File: src/rtl/vram_scroll.sv
// -----------------------------------------------------------------------------
// vram_scroll
// Scroll engine for the text-mode VRAM. On a start pulse it moves the whole
// character grid up or down by a programmable number of lines, and writes a
// programmable fill character into the rows that are left empty.
//
// Ports
//   i_clk, i_rst_n   clock; asynchronous active-low reset
//   i_start          start request, sampled only while idle
//   i_dir            0 = scroll up (toward row 0), 1 = scroll down
//   i_lines          number of lines to scroll
//   i_fill           character written into the vacated rows
//   o_busy, o_done   busy level and one-cycle completion pulse
//   o_vram_*         VRAM port: {row,col} address, write data, ce, wre
//   i_vram_dout      VRAM read data, valid one cycle after a read address
// -----------------------------------------------------------------------------
module vram_scroll #(
  parameter int ROW_W    = 5,
  parameter int COL_W    = 6,
  parameter int LAST_ROW = 16,
  parameter int LAST_COL = 59,
  parameter int DATA_W   = 8
) (
  input  logic                   i_clk,
  input  logic                   i_rst_n,
  input  logic                   i_start,
  input  logic                   i_dir,
  input  logic [ROW_W-1:0]       i_lines,
  input  logic [DATA_W-1:0]      i_fill,
  output logic                   o_busy,
  output logic                   o_done,
  output logic [ROW_W+COL_W-1:0] o_vram_addr,
  output logic [DATA_W-1:0]      o_vram_din,
  input  logic [DATA_W-1:0]      i_vram_dout,
  output logic                   o_vram_ce,
  output logic                   o_vram_wre
);

  localparam logic [ROW_W-1:0] ROW_MAX = ROW_W'(LAST_ROW);
  localparam logic [COL_W-1:0] COL_MAX = COL_W'(LAST_COL);

  typedef enum logic [1:0] {S_IDLE, S_READ, S_WRITE, S_DONE} state_e;

  typedef struct packed {
    logic             fill;  // destination gets the fill character
    logic [ROW_W-1:0] src;   // source row, meaningful only when !fill
  } cell_t;

  // Classify a destination row. The up-mode sum needs one extra bit so that a
  // large line count cannot wrap back into the visible range.
  function automatic cell_t classify(input logic             dir,
                                     input logic [ROW_W-1:0] lines,
                                     input logic [ROW_W-1:0] row);
    logic [ROW_W:0] sum;
    cell_t          c;
    sum = {1'b0, row} + {1'b0, lines};
    if (!dir) begin
      c.fill = (sum > {1'b0, ROW_MAX});
      c.src  = sum[ROW_W-1:0];
    end else begin
      c.fill = (row < lines);
      c.src  = row - lines;
    end
    return c;
  endfunction

  state_e                  state_q, state_d;
  logic [ROW_W-1:0]        row_q, row_d;
  logic [COL_W-1:0]        col_q, col_d;
  logic                    dir_q;
  logic [ROW_W-1:0]        lines_q;
  logic [DATA_W-1:0]       fill_q;
  logic [ROW_W+COL_W-1:0]  addr_hold_q;
  logic [DATA_W-1:0]       din_hold_q;

  cell_t                   cur, nxt;
  logic                    last_row;
  logic [ROW_W+COL_W-1:0]  vram_addr;
  logic [DATA_W-1:0]       vram_din;

  assign cur = classify(dir_q, lines_q, row_q);

  // Next-state and position sequencing.
  always_comb begin
    // NOTE: every variable gets a default before the case so no path leaves
    // one unassigned, which would otherwise infer a latch.
    state_d  = state_q;
    row_d    = row_q;
    col_d    = col_q;
    nxt      = '0;
    last_row = 1'b0;
    case (state_q)
      S_IDLE: begin
        if (i_start) begin
          row_d = i_dir ? ROW_MAX : '0;
          col_d = '0;
          nxt   = classify(i_dir, i_lines, row_d);
          if (i_lines == '0)  state_d = S_DONE;
          else if (nxt.fill)  state_d = S_WRITE;
          else                state_d = S_READ;
        end
      end
      S_READ: state_d = S_WRITE;
      S_WRITE: begin
        last_row = dir_q ? (row_q == '0) : (row_q == ROW_MAX);
        if (col_q == COL_MAX) begin
          if (last_row) begin
            state_d = S_DONE;
          end else begin
            col_d = '0;
            row_d = dir_q ? row_q - ROW_W'(1) : row_q + ROW_W'(1);
          end
        end else begin
          col_d = col_q + COL_W'(1);
        end
        if (state_d != S_DONE) begin
          nxt     = classify(dir_q, lines_q, row_d);
          state_d = nxt.fill ? S_WRITE : S_READ;
        end
      end
      S_DONE:  state_d = S_IDLE;
      default: state_d = S_IDLE;
    endcase
  end

  // VRAM address/data. A copy write forwards the read data straight through,
  // because it only becomes valid in the write cycle itself. Outside an access
  // the last driven values are held.
  always_comb begin
    vram_addr = addr_hold_q;
    vram_din  = din_hold_q;
    case (state_q)
      S_READ:  vram_addr = {cur.src, col_q};
      S_WRITE: begin
        vram_addr = {row_q, col_q};
        vram_din  = cur.fill ? fill_q : i_vram_dout;
      end
      default: ;
    endcase
  end

  // NOTE: sequential state uses non-blocking assignments so every register
  // samples pre-edge values regardless of process ordering.
  always_ff @(posedge i_clk or negedge i_rst_n) begin
    if (!i_rst_n) begin
      state_q     <= S_IDLE;
      row_q       <= '0;
      col_q       <= '0;
      dir_q       <= 1'b0;
      lines_q     <= '0;
      fill_q      <= '0;
      addr_hold_q <= '0;
      din_hold_q  <= '0;
    end else begin
      state_q     <= state_d;
      row_q       <= row_d;
      col_q       <= col_d;
      addr_hold_q <= vram_addr;
      din_hold_q  <= vram_din;
      // Operands are captured once; later input changes cannot disturb a run.
      if (state_q == S_IDLE && i_start) begin
        dir_q   <= i_dir;
        lines_q <= i_lines;
        fill_q  <= i_fill;
      end
    end
  end

  assign o_busy      = (state_q == S_READ) || (state_q == S_WRITE);
  assign o_done      = (state_q == S_DONE);
  assign o_vram_ce   = o_busy;
  assign o_vram_wre  = (state_q == S_WRITE);
  assign o_vram_addr = vram_addr;
  assign o_vram_din  = vram_din;

endmodule

File: config.mk
export PLATFORM = sky130hd
export DESIGN_NAME = vram_scroll
export DESIGN_NICKNAME = d
export VERILOG_FILES = /design/src/rtl/vram_scroll.sv
export SDC_FILE = /design/constraint.sdc
export NUM_CORES = 1
export LEC_CHECK = 0
export BUFFER_PORTS_ARGS = -buffer_cell sky130_fd_sc_hd__buf_4
export CAP_MARGIN = 25
export CORE_MARGIN = 10
export CORE_UTILIZATION = 55
export DETAILED_ROUTE_END_ITERATION = 12
export GPL_TIMING_DRIVEN = 0
export PLACE_DENSITY = 0.77
export SLEW_MARGIN = 40
export SYNTH_ARGS = -nofsm -noshare
export SYNTH_HDL_FRONTEND = slang
export SYNTH_SLANG_ARGS = --single-unit
File: constraint.sdc
create_clock -name i_clk -period 3.8 [get_ports i_clk]
set_clock_uncertainty 0.05 [all_clocks]
set_input_delay 1.14 -clock i_clk [delete_from_list [all_inputs] [get_ports i_clk]]
set_output_delay 1.14 -clock i_clk [all_outputs]
set_load 0.02 [all_outputs]
==> impl_summary.txt, run 1 <==
----------------------------------------------------
[Run status]
  Status ... complete, but fails checks
  Violated checks ... setup timing

[Floorplanning]
  Overall die area ... 0.009428 mm2
  Horizontal die dimension ... 97.10 um
  Ports ... 48
  Starting density of the core ... 0.5588
  Height of the die ... 97.10 um
  Core area ... 0.005851 mm2
  Number of rows in the core area ... 28

[Synth]
  Largest cells by area after synthesis ... sky130_fd_sc_hd__dfrtp_1 35%, sky130_fd_sc_hd__ha_1 11%, sky130_fd_sc_hd__mux2_2 5.5%
  Area share of fa/ha/maj cells after synthesis ... 0.1393
  Area fraction of the dominant cell type after synthesis ... 0.3521
  Mux contribution to synthesized area ... 0.06123
  Synth Area in XOR/XNOR ... 0.02947
  Area share of and/or/nand/nor cells after synthesis ... 0.1726
  Post-synth EDFFs ... 0
  Distinct cells, synth ... 51
  Synth Area per Inst ... 9.314 um2
  Total of warnings raised by yosys ... 0
  Sequential element share of the synthesized area ... 0.3521
  Share of synthesized registers carrying an async set or reset ... 1.000
  Main synth FF type ... sky130_fd_sc_hd__dfrtp_1
  Synth Cell Area ... 0.003269 mm2
  Synthesized instance count ... 351
  Complex-gate fraction of the synthesized area ... 0.1814
  Flop and latch count out of synthesis ... 46
  Synthesized netlist net count ... 410
  Cell taking the most area after synthesis ... sky130_fd_sc_hd__dfrtp_1
  Largest family of logic cells by synthesized area ... compound AO/OA/AOI/OAI gates

[Clock network]
  CTS Buf Count ... 5
  Cell at the root of the clock tree ... sky130_fd_sc_hd__clkbuf_8
  Max clock buf depth ... 2
  CTS tree ... yes
  Number of sinks handled by clock tree synthesis ... 46
  Worst skew pair latency ... 0.31 ns
  Clock-pin transition on the worst setup and hold timing paths ... 0.09 ns
  Total number of H-tree levels ... 2
  Post-CTS Hold Fix Bufs ... 0

[Worst setup path]
  Crit-path slowest cell ... sky130_fd_sc_hd__dfrtp_2
  Critical Path Start Type ... flop
  Data arrival time of the critical path ... 2.69 ns
  Crit-path cells ... ha_4 > fa_2 > xor2_2 > nand4_1 > a31oi_4 > buf_6 > o211ai_1 > nand3_1 > buf_4
  Internal reg-to-reg setup slack ... 0.15 ns
  Kind of cell with the highest combined delay on the critical path ... adder cells
  Maximum net fanout on the critical path ... 6
  Sum of buffers and inverters on the critical path ... 2
  Worst r2r dst ... din_hold_q[5]
  Data required, critical path ... 2.61 ns
  Reg2Reg Launch Point ... lines_q[0]
  Critical Path Max Stage Delay ... 0.45 ns
  Register-to-Register Path Depth ... 19
  Crit. End Element ... primary output
  Class of the most critical setup path ... flop to primary output

[Power and ir drop]
  Fraction of power consumed by the clock network ... 0.354
  Combinational fraction of design power ... 0.088
  Leak ... 0.002160 uW
  Total net switching power ... 206.5 uW
  Peak supply drop ... 256.1 uV
  Relative contribution of sequential cells to total power ... 0.558
  Switching part of the total power ... 0.2329
  Power density normalized to cell area ... 205.2 mW/mm2
  Internal Power ... 680.2 uW

[Layout]
  Utilization after layout ... 0.7387
  Antenna diode instance count ... 0
  Area growth from synthesis to layout ... 32.19%
  Layout cells sized above 1 ... 0.3568
  Nets@finish ... 498

[Worst hold path]
  Hold depth ... 2
  Worst hold start ... din_hold_q[0]
  Worst min-delay path class ... flop to flop
  Terminating pin of the worst hold path ... din_hold_q[0]

[Place]
  Gp weighted congestion ... 0.8880
  Post-Place Worst Slack ... -0.002607 ns
  HPWL after detailed placement ... 6.076 mm
  Input/output buffers ... 47

[Timing]
  Post-Route Setup TNS ... -0.3321 ns
  Highest achievable clock rate ... 0.2580 GHz
  Final setup violation count ... 8
  Final hold viol count ... 0
  Share of the clock period used by the worst path after layout ... 1.020
  Tmin final ... 3.876 ns
  Worst hold slack ... 0.4604 ns
  Final Worst Setup Slack ... -0.07617 ns
  Setup repair after global routing missed its margin ... yes
  Max Transition Viols Final ... 0
  Slew HR ... 0.6100
  Transition time at the pin with the least slew margin ... 0.5850 ns

[Detailed routing]
  Via density per instance ... 5.856
  First-pass detailed-route iteration total ... 4
  Antenna violation net count after detailed routing ... 0
  1st-iter DRT viols ... 327
  Post-detailed-routing wire length ... 9.048 mm
  Vias post-DR ... 3,016
  Number of remaining DRC errors ... 0
  Average wire length per cell after detail routing ... 17.57 um

[Run]
  # Max-Cap Violations ... 0

[GRT]
  Maximum number of pins on one net before global-route repair ... 47
  Number of antenna violations at the first check in global routing ... 0
  Total congestion overflow after global routing ... 0
  Total GRT Usage ... 0.1860
  Vias in the first global route ... 3,024
  Global-route wire length before repair ... 14.79 mm

----------------------------------------------------
Yosys cell counts (2+ instances only):
master	instances
sky130_fd_sc_hd__a211o_1	2
sky130_fd_sc_hd__a21o_1	6
sky130_fd_sc_hd__a21oi_1	18
sky130_fd_sc_hd__a22o_1	3
sky130_fd_sc_hd__a22oi_1	6
sky130_fd_sc_hd__a31oi_1	4
sky130_fd_sc_hd__a32o_1	2
sky130_fd_sc_hd__and3_1	2
sky130_fd_sc_hd__buf_2	2
sky130_fd_sc_hd__buf_6	4
sky130_fd_sc_hd__clkbuf_1	11
sky130_fd_sc_hd__dfrtp_1	46
sky130_fd_sc_hd__fa_1	4
sky130_fd_sc_hd__ha_1	30
sky130_fd_sc_hd__inv_1	27
sky130_fd_sc_hd__mux2_2	16
sky130_fd_sc_hd__mux2i_1	2
sky130_fd_sc_hd__nand2_1	38
sky130_fd_sc_hd__nand2b_1	12
sky130_fd_sc_hd__nand3_1	13
sky130_fd_sc_hd__nand4_1	2
sky130_fd_sc_hd__nor2_1	13
sky130_fd_sc_hd__nor2b_1	6
sky130_fd_sc_hd__nor3_1	4
sky130_fd_sc_hd__nor3b_1	2
sky130_fd_sc_hd__nor4_1	2
sky130_fd_sc_hd__o211ai_1	8
sky130_fd_sc_hd__o21ai_0	13
sky130_fd_sc_hd__o221ai_1	2
sky130_fd_sc_hd__o22a_1	2
sky130_fd_sc_hd__o22ai_1	9
sky130_fd_sc_hd__o311ai_1	2
sky130_fd_sc_hd__o31ai_1	2
sky130_fd_sc_hd__or3_1	10
sky130_fd_sc_hd__xnor2_1	7
sky130_fd_sc_hd__xor2_1	4
timing repair:
action                                  in CTS  in global routing
resized for setup                           33                 36
endpoints found under the setup margin       9                 22
buffers inserted                            27                  9
cloned                                       1                  0
pin swaps                                   13                 13
cells in the final DEF, fill, tap and decap left out, drive strengths merged, types with 7 or more instances in the layout:
cell / n
xnor2: 7
or3: 10
nand2b: 12
inv: 27
nor2: 13
o22ai: 9
mux2: 16
o21ai: 15
buf: 89
nand3: 13
o211ai: 8
nand2: 38
clkbuf: 18
ha: 30
dfrtp: 46
a21oi: 18
cell families after synthesis:
group / count (synthesis)
DFF: 46
AOI/OAI and AO/OA: 87
buffers and inverters: 46
and+or+nand+nor: 109
xor gates and xnor gates: 11
adders and majority gates: 34
muxes: 18
metal layers:
metal,track usage,share of wire
met1,0.2328,0.45
met2,0.3086,0.49
met3,0.04552,0.056
met4,0.05335,0.011
met5,0,0
how the worst max path moves through the flow:
stage                     to  slack [ns]  depth (start not counted)        from
3_5_place_dp   o_vram_din[6]      -0.003                          9    row_q[1]
5_1_grt        o_vram_din[7]       -0.13                          9    row_q[1]
4_1_cts        o_vram_din[6]      -0.005                         10    row_q[0]
6_report       o_vram_din[7]       -0.08                          9  lines_q[0]
2_1_floorplan  o_vram_din[5]        0.33                          9    row_q[0]
3_3_place_gp   o_vram_din[6]        0.04                          9    row_q[1]
worst min-delay path: stages, from the launching register on:
cell and delay, ns:
sky130_fd_sc_hd__dfrtp_1 0.33, sky130_fd_sc_hd__nand2b_1 0.07, sky130_fd_sc_hd__nand3_2 0.08
layout make-up:
cell class,count,area [um2]
multi-input combinational,259,2102
fill,416,1529
sequential,46,1159
timing repair buffer,82,664.4
buffer,18,107.6
inverter,27,103.9
tap,75,93.84
clock buffer,7,86.33
clock inverter,1,5.005
per-stage QoR:
step / area [um2] / total power (uW) / instances
floorplan: 3269 / 523.5 / 351
global placement: 3716 / 563.5 / 473
detailed placement: 3716 / 564.7 / 473
CTS: 4140 / 884.1 / 509
global route: 4322 / 923.8 / 515
finish: 4322 / 886.7 / 515
sequential cells by signal (all words and copies together), names as in the netlist:
signal       count
lines_q          5
din_hold_q       8
state_q          2
col_q            6
addr_hold_q     11
row_q            5
dir_q            1
fill_q           8
power groups by stage:
stage | sequential (uW) | clock [uW] | combinational [uW]
2_1_floorplan | 504 | 0 | 19.4
3_3_place_gp | 504 | 0 | 59.5
3_5_place_dp | 504 | 0 | 60.5
4_1_cts | 494 | 316 | 73.3
5_1_grt | 495 | 343 | 85.3
6_report | 495 | 314 | 77.8
No activity file was read; power rests on OpenSTA's default activity.
==> run 2, diff against run 1 <==
PLACE_DENSITY = default   (was 0.77)
PLACE_DENSITY_LB_ADDON = 0.12   (was default)
==> run 2 against run 1 <==
The flow still finishes with violations (setup timing). Combinational power down 13%. First-iteration DRC count is 38% lower. Critical path depth increased by 1. Sequential cell count stayed put. Largest cell class unchanged. Utilization down 1.6 points. Die area is the same. Sequential share of layout area grew 0.61 points. Design area fell by 2.2%.
==> impl_summary.txt, run 2 (same netlist as run 1, synthesis figures left out) <==
----------------------------------------------------
[Run status]
  Status ... complete, but fails checks (unchanged)
  Violated checks ... setup timing (unchanged)

[Place]
  Post-Place Worst Slack ... -0.01724 ns (was -0.002607 ns)
  Input/output buffers ... 47 (unchanged)
  HPWL after detailed placement ... 5.942 mm (was 6.076 mm)
  Gp weighted congestion ... 0.8923 (was 0.8880)
  Placed cell count ... 473 (unchanged)

[Layout]
  Filler instances ... 433 (was 416)
  Flip-flop count of the largest register after layout ... 11 (unchanged)
  Nets@finish ... 488 (was 498)
  Most common cell after layout, fill and taps aside ... sky130_fd_sc_hd__buf_4 (unchanged)
  Final Non-Filler Cells ... 504 (was 515)
  Antenna diode instance count ... 0 (unchanged)
  Area taken by multi-input logic gates ... 0.002102 mm2 (unchanged)
  Top Registers ... addr_hold_q x11, din_hold_q x8, fill_q x8 (unchanged)
  Register with the most flip-flops ... addr_hold_q (unchanged)
  Area growth from synthesis to layout ... 29.24% (was 32.19%)
  Layout cells sized above 1 ... 0.3380 (was 0.3568)
  Leading cell types in the layout, fill and taps excluded ... 61 x sky130_fd_sc_hd__buf_4, 40 x sky130_fd_sc_hd__dfrtp_1, 38 x sky130_fd_sc_hd__nand2_1 (was 70 x sky130_fd_sc_hd__buf_4, 40 x sky130_fd_sc_hd__dfrtp_1, 38 x sky130_fd_sc_hd__nand2_1)
  Flip-flop and latch area ... 0.001159 mm2 (unchanged)

[Worst hold path]
  Terminating pin of the worst hold path ... din_hold_q[1] (was din_hold_q[0])
  Hold depth ... 2 (unchanged)
  Worst hold start ... din_hold_q[1] (was din_hold_q[0])
  Worst min-delay path class ... flop to flop (unchanged)

[Timing]
  Final hold viol count ... 0 (unchanged)
  Final Worst Setup Slack ... -0.02791 ns (was -0.07617 ns)
  Setup repair after global routing missed its margin ... yes (unchanged)
  Post-Route Setup TNS ... -0.09600 ns (was -0.3321 ns)
  Highest achievable clock rate ... 0.2612 GHz (was 0.2580 GHz)
  Worst hold slack ... 0.4600 ns (was 0.4604 ns)
  Transition time at the pin with the least slew margin ... 0.5945 ns (was 0.5850 ns)
  Final setup violation count ... 7 (was 8)
  Tmin final ... 3.828 ns (was 3.876 ns)
  Slew HR ... 0.6037 (was 0.6100)
  Share of the clock period used by the worst path after layout ... 1.007 (was 1.020)
  Max Transition Viols Final ... 0 (unchanged)

[Clock network]
  Cell at the root of the clock tree ... sky130_fd_sc_hd__clkbuf_8 (unchanged)
  Post-CTS Hold Fix Bufs ... 0 (unchanged)
  Total number of H-tree levels ... 2 (unchanged)
  CTS tree ... yes (unchanged)
  CTS Buf Count ... 5 (unchanged)
  Number of sinks handled by clock tree synthesis ... 46 (unchanged)
  Max clock buf depth ... 2 (unchanged)
  Worst skew pair latency ... 0.30 ns (was 0.31 ns)
  Clock-pin transition on the worst setup and hold timing paths ... 0.09 ns (about the same)

[Worst setup path]
  Dominant cell type by count on the critical path ... sky130_fd_sc_hd__buf_6
  Register-to-Register Path Depth ... 13 (was 19)
  Kind of cell with the highest combined delay on the critical path ... adder cells (unchanged)
  Class of the most critical setup path ... flop to primary output (unchanged)
  Sum of buffers and inverters on the critical path ... 2 (unchanged)
  Internal reg-to-reg setup slack ... 0.16 ns (was 0.15 ns)
  Critical Path Start Type ... flop (unchanged)
  Crit. End Element ... primary output (unchanged)
  Data required, critical path ... 2.61 ns (about the same)
  Critical Path Max Stage Delay ... 0.45 ns (about the same)
  Data arrival time of the critical path ... 2.64 ns (was 2.69 ns)
  Origin of the worst setup path ... row_q[0] (was lines_q[0])
  Crit-path cells ... ha_4 > fa_2 > nand2b_1 > a21oi_2 > xnor2_2 > a31oi_4 > buf_6 > or3_1 > nand3_2 > buf_6 (was ha_4 > fa_2 > xor2_2 > nand4_1 > a31oi_4 > buf_6 > o211ai_1 > nand3_1 > buf_4)
  Reg2Reg Launch Point ... col_q[0] (was lines_q[0])
  Maximum net fanout on the critical path ... 8 (was 6)
  Crit-path slowest cell ... sky130_fd_sc_hd__dfrtp_2 (unchanged)
  Worst r2r dst ... state_q[1] (was din_hold_q[5])

[Detailed routing]
  1st-iter DRT viols ... 203 (was 327)
  Number of remaining DRC errors ... 0 (unchanged)
  Average wire length per cell after detail routing ... 16.99 um (was 17.57 um)
  First-pass detailed-route iteration total ... 5 (was 4)
  Antenna violation net count after detailed routing ... 0 (unchanged)
  Vias post-DR ... 2,969 (was 3,016)
  Post-detailed-routing wire length ... 8.562 mm (was 9.048 mm)
  Via density per instance ... 5.891 (was 5.856)

[GRT]
  Total congestion overflow after global routing ... 0 (unchanged)
  Number of antenna violations at the first check in global routing ... 0 (unchanged)
  Maximum number of pins on one net before global-route repair ... 47 (unchanged)
  Global-route wire length before repair ... 13.68 mm (was 14.79 mm)
  Vias in the first global route ... 2,826 (was 3,024)
  Total GRT Usage ... 0.1671 (was 0.1860)

[Floorplanning]
  Core area ... 0.005851 mm2 (unchanged)
  Horizontal die dimension ... 97.10 um (unchanged)
  Height of the die ... 97.10 um (unchanged)
  Ports ... 48 (unchanged)
  Number of rows in the core area ... 28 (unchanged)
  Overall die area ... 0.009428 mm2 (unchanged)
  Starting density of the core ... 0.5588 (unchanged)

[Power and ir drop]
  Power density normalized to cell area ... 202.3 mW/mm2 (was 205.2 mW/mm2)
  Leak ... 0.002097 uW (was 0.002160 uW)
  Peak supply drop ... 208.2 uV (was 256.1 uV)

[Run]
  # Max-Cap Violations ... 0 (unchanged)

----------------------------------------------------
## run 2: tightest hold or removal path, delay by kind of cell, from the launching register on
family | cells | cell delay (ns)
AND/OR/NAND/NOR | 2 | 0.15
flip-flops | 1 | 0.33
## run 2: through the flow
step,total power (uW),instance area [um2],util
after global placement,563.8,3716,0.6352
after floorplan,523.5,3269,-
final,854.8,4225,0.7222
after CTS,854.3,4056,0.6933
after global routing,887.5,4225,0.7222
after detailed placement,564.7,3716,0.6352
## run 2: cell type report
type / count / share of cell area
inverters: 27 / 0.02517
plain buffers: 19 / 0.02606
well taps: 75 / 0.02221
clock buffers: 6 / 0.01718
flip-flops and latches: 46 / 0.2742
multi-input cells: 259 / 0.4975
clock inverters: 1 / 0.001777
repair buffers: 71 / 0.1359
## run 2: where the power goes
group	leakage (uW)	internal [uW]	switching [uW]
Clock	0.0000373	127	166
Combinational	0.00148	33.2	34.2
Sequential	0.000580	493	1.26
Total	0.00210	653	202
## run 2: routing by layer
layer	track usage	share of wire	vias to the layer above	wire length (um)
met5	0	0	-	0
met1	0.2273	0.44	1415	3752
li1	-	-	1405	-
met2	0.2670	0.48	138	4071
met4	0.03519	0.011	0	95
met3	0.03272	0.075	11	642
## run 2: how the worst max path moves through the flow
stage                                 end  depth (start not counted)
after detailed placement    o_vram_din[6]                         10
after global routing      o_vram_addr[10]                         11
after global placement      o_vram_din[6]                         10
after CTS                   o_vram_din[4]                         10
final                       o_vram_din[4]                         10
after floorplan             o_vram_din[5]                          9
## run 2: what timing repair did
item	4_1_cts	5_1_grt
gates resized for setup	37	23
setup buffers	14	9
setup endpoints to repair	9	12
cloned	1	0
pin swaps	13	17
==> run 3, diff against run 2 <==
CORE_MARGIN = default   (was 10)
==> run 3 against run 2 <==
The run still ends with setup timing left. Register-to-register slack improved by 0.12 ns. Critical path depth decreased by 1. Worst hold slack improved by 0.00083 ns.
==> impl_summary.txt, run 3 (same netlist as run 1, synthesis figures left out) <==
----------------------------------------------------
[Layout]
  Flip-flop count of the largest register after layout ... 11 (unchanged)
  Top Registers ... addr_hold_q x11, din_hold_q x8, fill_q x8 (unchanged)
  Register with the most flip-flops ... addr_hold_q (unchanged)
  Layout cells sized above 1 ... 0.3497 (was 0.3380)
  Most common cell after layout, fill and taps aside ... sky130_fd_sc_hd__buf_4 (unchanged)
  Leading cell types in the layout, fill and taps excluded ... 58 x sky130_fd_sc_hd__buf_4, 40 x sky130_fd_sc_hd__dfrtp_1, 38 x sky130_fd_sc_hd__nand2_1 (was 61 x sky130_fd_sc_hd__buf_4, 40 x sky130_fd_sc_hd__dfrtp_1, 38 x sky130_fd_sc_hd__nand2_1)
  Nets@finish ... 487 (was 488)
  Filler instances ... 398 (was 433)
  Antenna diode instance count ... 0 (unchanged)
  Post-Layout Inst Area ... 0.004284 mm2 (was 0.004225 mm2)
  Area growth from synthesis to layout ... 31.04% (was 29.24%)

[Place]
  Cell Area, Placed ... 0.003712 mm2 (was 0.003716 mm2)
  HPWL after detailed placement ... 5.400 mm (was 5.942 mm)
  Gp weighted congestion ... 0.8716 (was 0.8923)
  Input/output buffers ... 47 (unchanged)

[Detailed routing]
  Average wire length per cell after detail routing ... 16.66 um (was 16.99 um)
  Number of remaining DRC errors ... 0 (unchanged)
  First-pass detailed-route iteration total ... 5 (unchanged)
  1st-iter DRT viols ... 151 (was 203)
  Vias post-DR ... 2,927 (was 2,969)
  Post-detailed-routing wire length ... 8.347 mm (was 8.562 mm)
  Via density per instance ... 5.842 (was 5.891)
  Antenna violation net count after detailed routing ... 0 (unchanged)

[Power and ir drop]
  Internal Power ... 725.8 uW (was 653.0 uW)
  Power density normalized to cell area ... 217.6 mW/mm2 (was 202.3 mW/mm2)
  Overall power of the completed layout ... 932.0 uW (was 854.8 uW)
  Switching part of the total power ... 0.2213 (was 0.2361)
  Relative contribution of sequential cells to total power ... 0.531 (was 0.578)
  Leak ... 0.002081 uW (was 0.002097 uW)
  Combinational fraction of design power ... 0.077 (was 0.079)
  Total net switching power ... 206.2 uW (was 201.8 uW)
  Fraction of power consumed by the clock network ... 0.392 (was 0.343)
  Peak supply drop ... 174.1 uV (was 208.2 uV)

[Floorplanning]
  Ports ... 48 (unchanged)
  Height of the die ... 79.10 um (was 97.10 um)
  Number of rows in the core area ... 27 (was 28)
  Core area ... 0.005608 mm2 (was 0.005851 mm2)
  Overall die area ... 0.006257 mm2 (was 0.009428 mm2)
  Horizontal die dimension ... 79.10 um (was 97.10 um)
  Starting density of the core ... 0.5830 (was 0.5588)

[Timing]
  Setup repair after global routing missed its margin ... yes (unchanged)
  Final hold viol count ... 0 (unchanged)
  Share of the clock period used by the worst path after layout ... 1.011 (was 1.007)
  Final setup violation count ... 7 (unchanged)
  Max Transition Viols Final ... 0 (unchanged)
  Highest achievable clock rate ... 0.2603 GHz (was 0.2612 GHz)
  Final Worst Setup Slack ... -0.04225 ns (was -0.02791 ns)
  Tmin final ... 3.842 ns (was 3.828 ns)
  Transition time at the pin with the least slew margin ... 0.5783 ns (was 0.5945 ns)
  Slew HR ... 0.6145 (was 0.6037)

[Run]
  # Max-Cap Violations ... 0 (unchanged)

[Worst hold path]
  Worst min-delay path class ... flop to flop (unchanged)

[GRT]
  Vias in the first global route ... 2,887 (was 2,826)
  Maximum number of pins on one net before global-route repair ... 47 (unchanged)
  Global-route wire length before repair ... 13.51 mm (was 13.68 mm)
  Total GRT Usage ... 0.2770 (was 0.1671)
  Total congestion overflow after global routing ... 0 (unchanged)
  Number of antenna violations at the first check in global routing ... 0 (unchanged)

[Worst setup path]
  Class of the most critical setup path ... flop to primary output (unchanged)
  Dominant cell type by count on the critical path ... sky130_fd_sc_hd__buf_6 (unchanged)
  Data required, critical path ... 2.61 ns (about the same)
  Data arrival time of the critical path ... 2.65 ns (was 2.64 ns)
  Crit-path cells ... buf_4 > fa_2 > xor2_2 > nand4_1 > a31oi_4 > buf_6 > o211ai_1 > nand3_4 > buf_6 (was ha_4 > fa_2 > nand2b_1 > a21oi_2 > xnor2_2 > a31oi_4 > buf_6 > or3_1 > nand3_2 > buf_6)
  Critical Path Max Stage Delay ... 0.43 ns (was 0.45 ns)
  Sum of buffers and inverters on the critical path ... 3 (was 2)
  Crit-path slowest cell ... sky130_fd_sc_hd__dfrtp_2 (unchanged)
  Critical Path Start Type ... flop (unchanged)
  Maximum net fanout on the critical path ... 5 (was 8)
  Crit. End Element ... primary output (unchanged)
  Kind of cell with the highest combined delay on the critical path ... compound AO/OA/AOI/OAI gates (was adder cells)

[Clock network]
  Clock-pin transition on the worst setup and hold timing paths ... 0.09 ns (about the same)
  Max clock buf depth ... 2 (unchanged)
  CTS tree ... yes (unchanged)
  Worst skew pair latency ... 0.29 ns (was 0.30 ns)
  CTS Buf Count ... 5 (unchanged)
  Cell at the root of the clock tree ... sky130_fd_sc_hd__clkbuf_8 (unchanged)
  Post-CTS Hold Fix Bufs ... 0 (unchanged)
  Number of sinks handled by clock tree synthesis ... 46 (unchanged)
  Total number of H-tree levels ... 2 (unchanged)

[Run status]
  Status ... complete, but fails checks (unchanged)
  Violated checks ... setup timing (unchanged)

----------------------------------------------------
==> run 3: per-stage QoR <==
step	setup slack, ns	std cells	utilization	TNS [ns]	hold WS (ns)
floorplan	0.3323	351	-	0	0.4298
global placement	-0.01181	470	0.6620	-0.02202	0.4243
detailed placement	-0.05861	470	0.6620	-0.1010	0.4397
CTS	-0.01936	496	0.7392	-0.06095	0.4612
global route	-0.1163	501	0.7639	-0.8823	0.4837
finish	-0.04225	501	0.7639	-0.2158	0.4608
==> run 3: layout make-up <==
class,instances,area [um2],share of cell area
repair buffers,70,574.3,0.1341
flip-flops and latches,46,1159,0.2704
plain buffers,19,113.9,0.02658
inverters,27,103.9,0.02424
multi-input cells,259,2133,0.4980
clock inverters,2,37.54,0.008762
clock buffers,6,72.57,0.01694
well taps,72,90.09,0.02103
==> run 3: what timing repair did <==
action                                 CTS  global route
setup endpoints to repair                9            14
pin swaps                               17            18
endpoints found under the hold margin    0             0
resized for setup                       48            23
buffers inserted                        17             5
gates cloned                             1             0
==> run 3: power by group through the flow <==
stage | Clock [uW] | Combinational [uW] | Sequential [uW]
2_1_floorplan | 0 | 19.4 | 504
3_3_place_gp | 0 | 59.0 | 504
3_5_place_dp | 0 | 59.9 | 504
4_1_cts | 368 | 68.0 | 494
5_1_grt | 387 | 79.1 | 495
6_report | 365 | 72.1 | 495
==> run 3: worst paths after layout <==
check / start / endpoint / slack (ns) / depth (start not counted)
min: din_hold_q[7] / din_hold_q[7] / 0.46 / 2
max in group asynchronous: i_rst_n / lines_q[1] / 2.47 / 1
min in group asynchronous: i_rst_n / addr_hold_q[7] / 0.78 / 1
min reg2reg: din_hold_q[7] / din_hold_q[7] / 0.46 / 2
max reg2reg: row_q[0] / state_q[1] / 0.28 / 14
max: row_q[1] / o_vram_din[3] / -0.04 / 9
==> run 3: metal layers <==
metal | vias up | wire length, um | track usage
met1 | 1391 | 3634 | 0.3699
met2 | 101 | 4131 | 0.4664
met3 | 22 | 428 | 0.04138
li1 | 1413 | - | -
met4 | 0 | 153 | 0.07818
met5 | - | 0 | 0
==> run 3: worst reg2reg max path, delay by kind of cell, from the launching register on <==
kind | cells | cell delay [ns]
buffers and inverters | 4 | 0.56
DFF | 1 | 0.46
AOI/OAI and AO/OA | 6 | 1.25
and+or+nand+nor | 3 | 0.81
adders and majority gates | 1 | 0.31
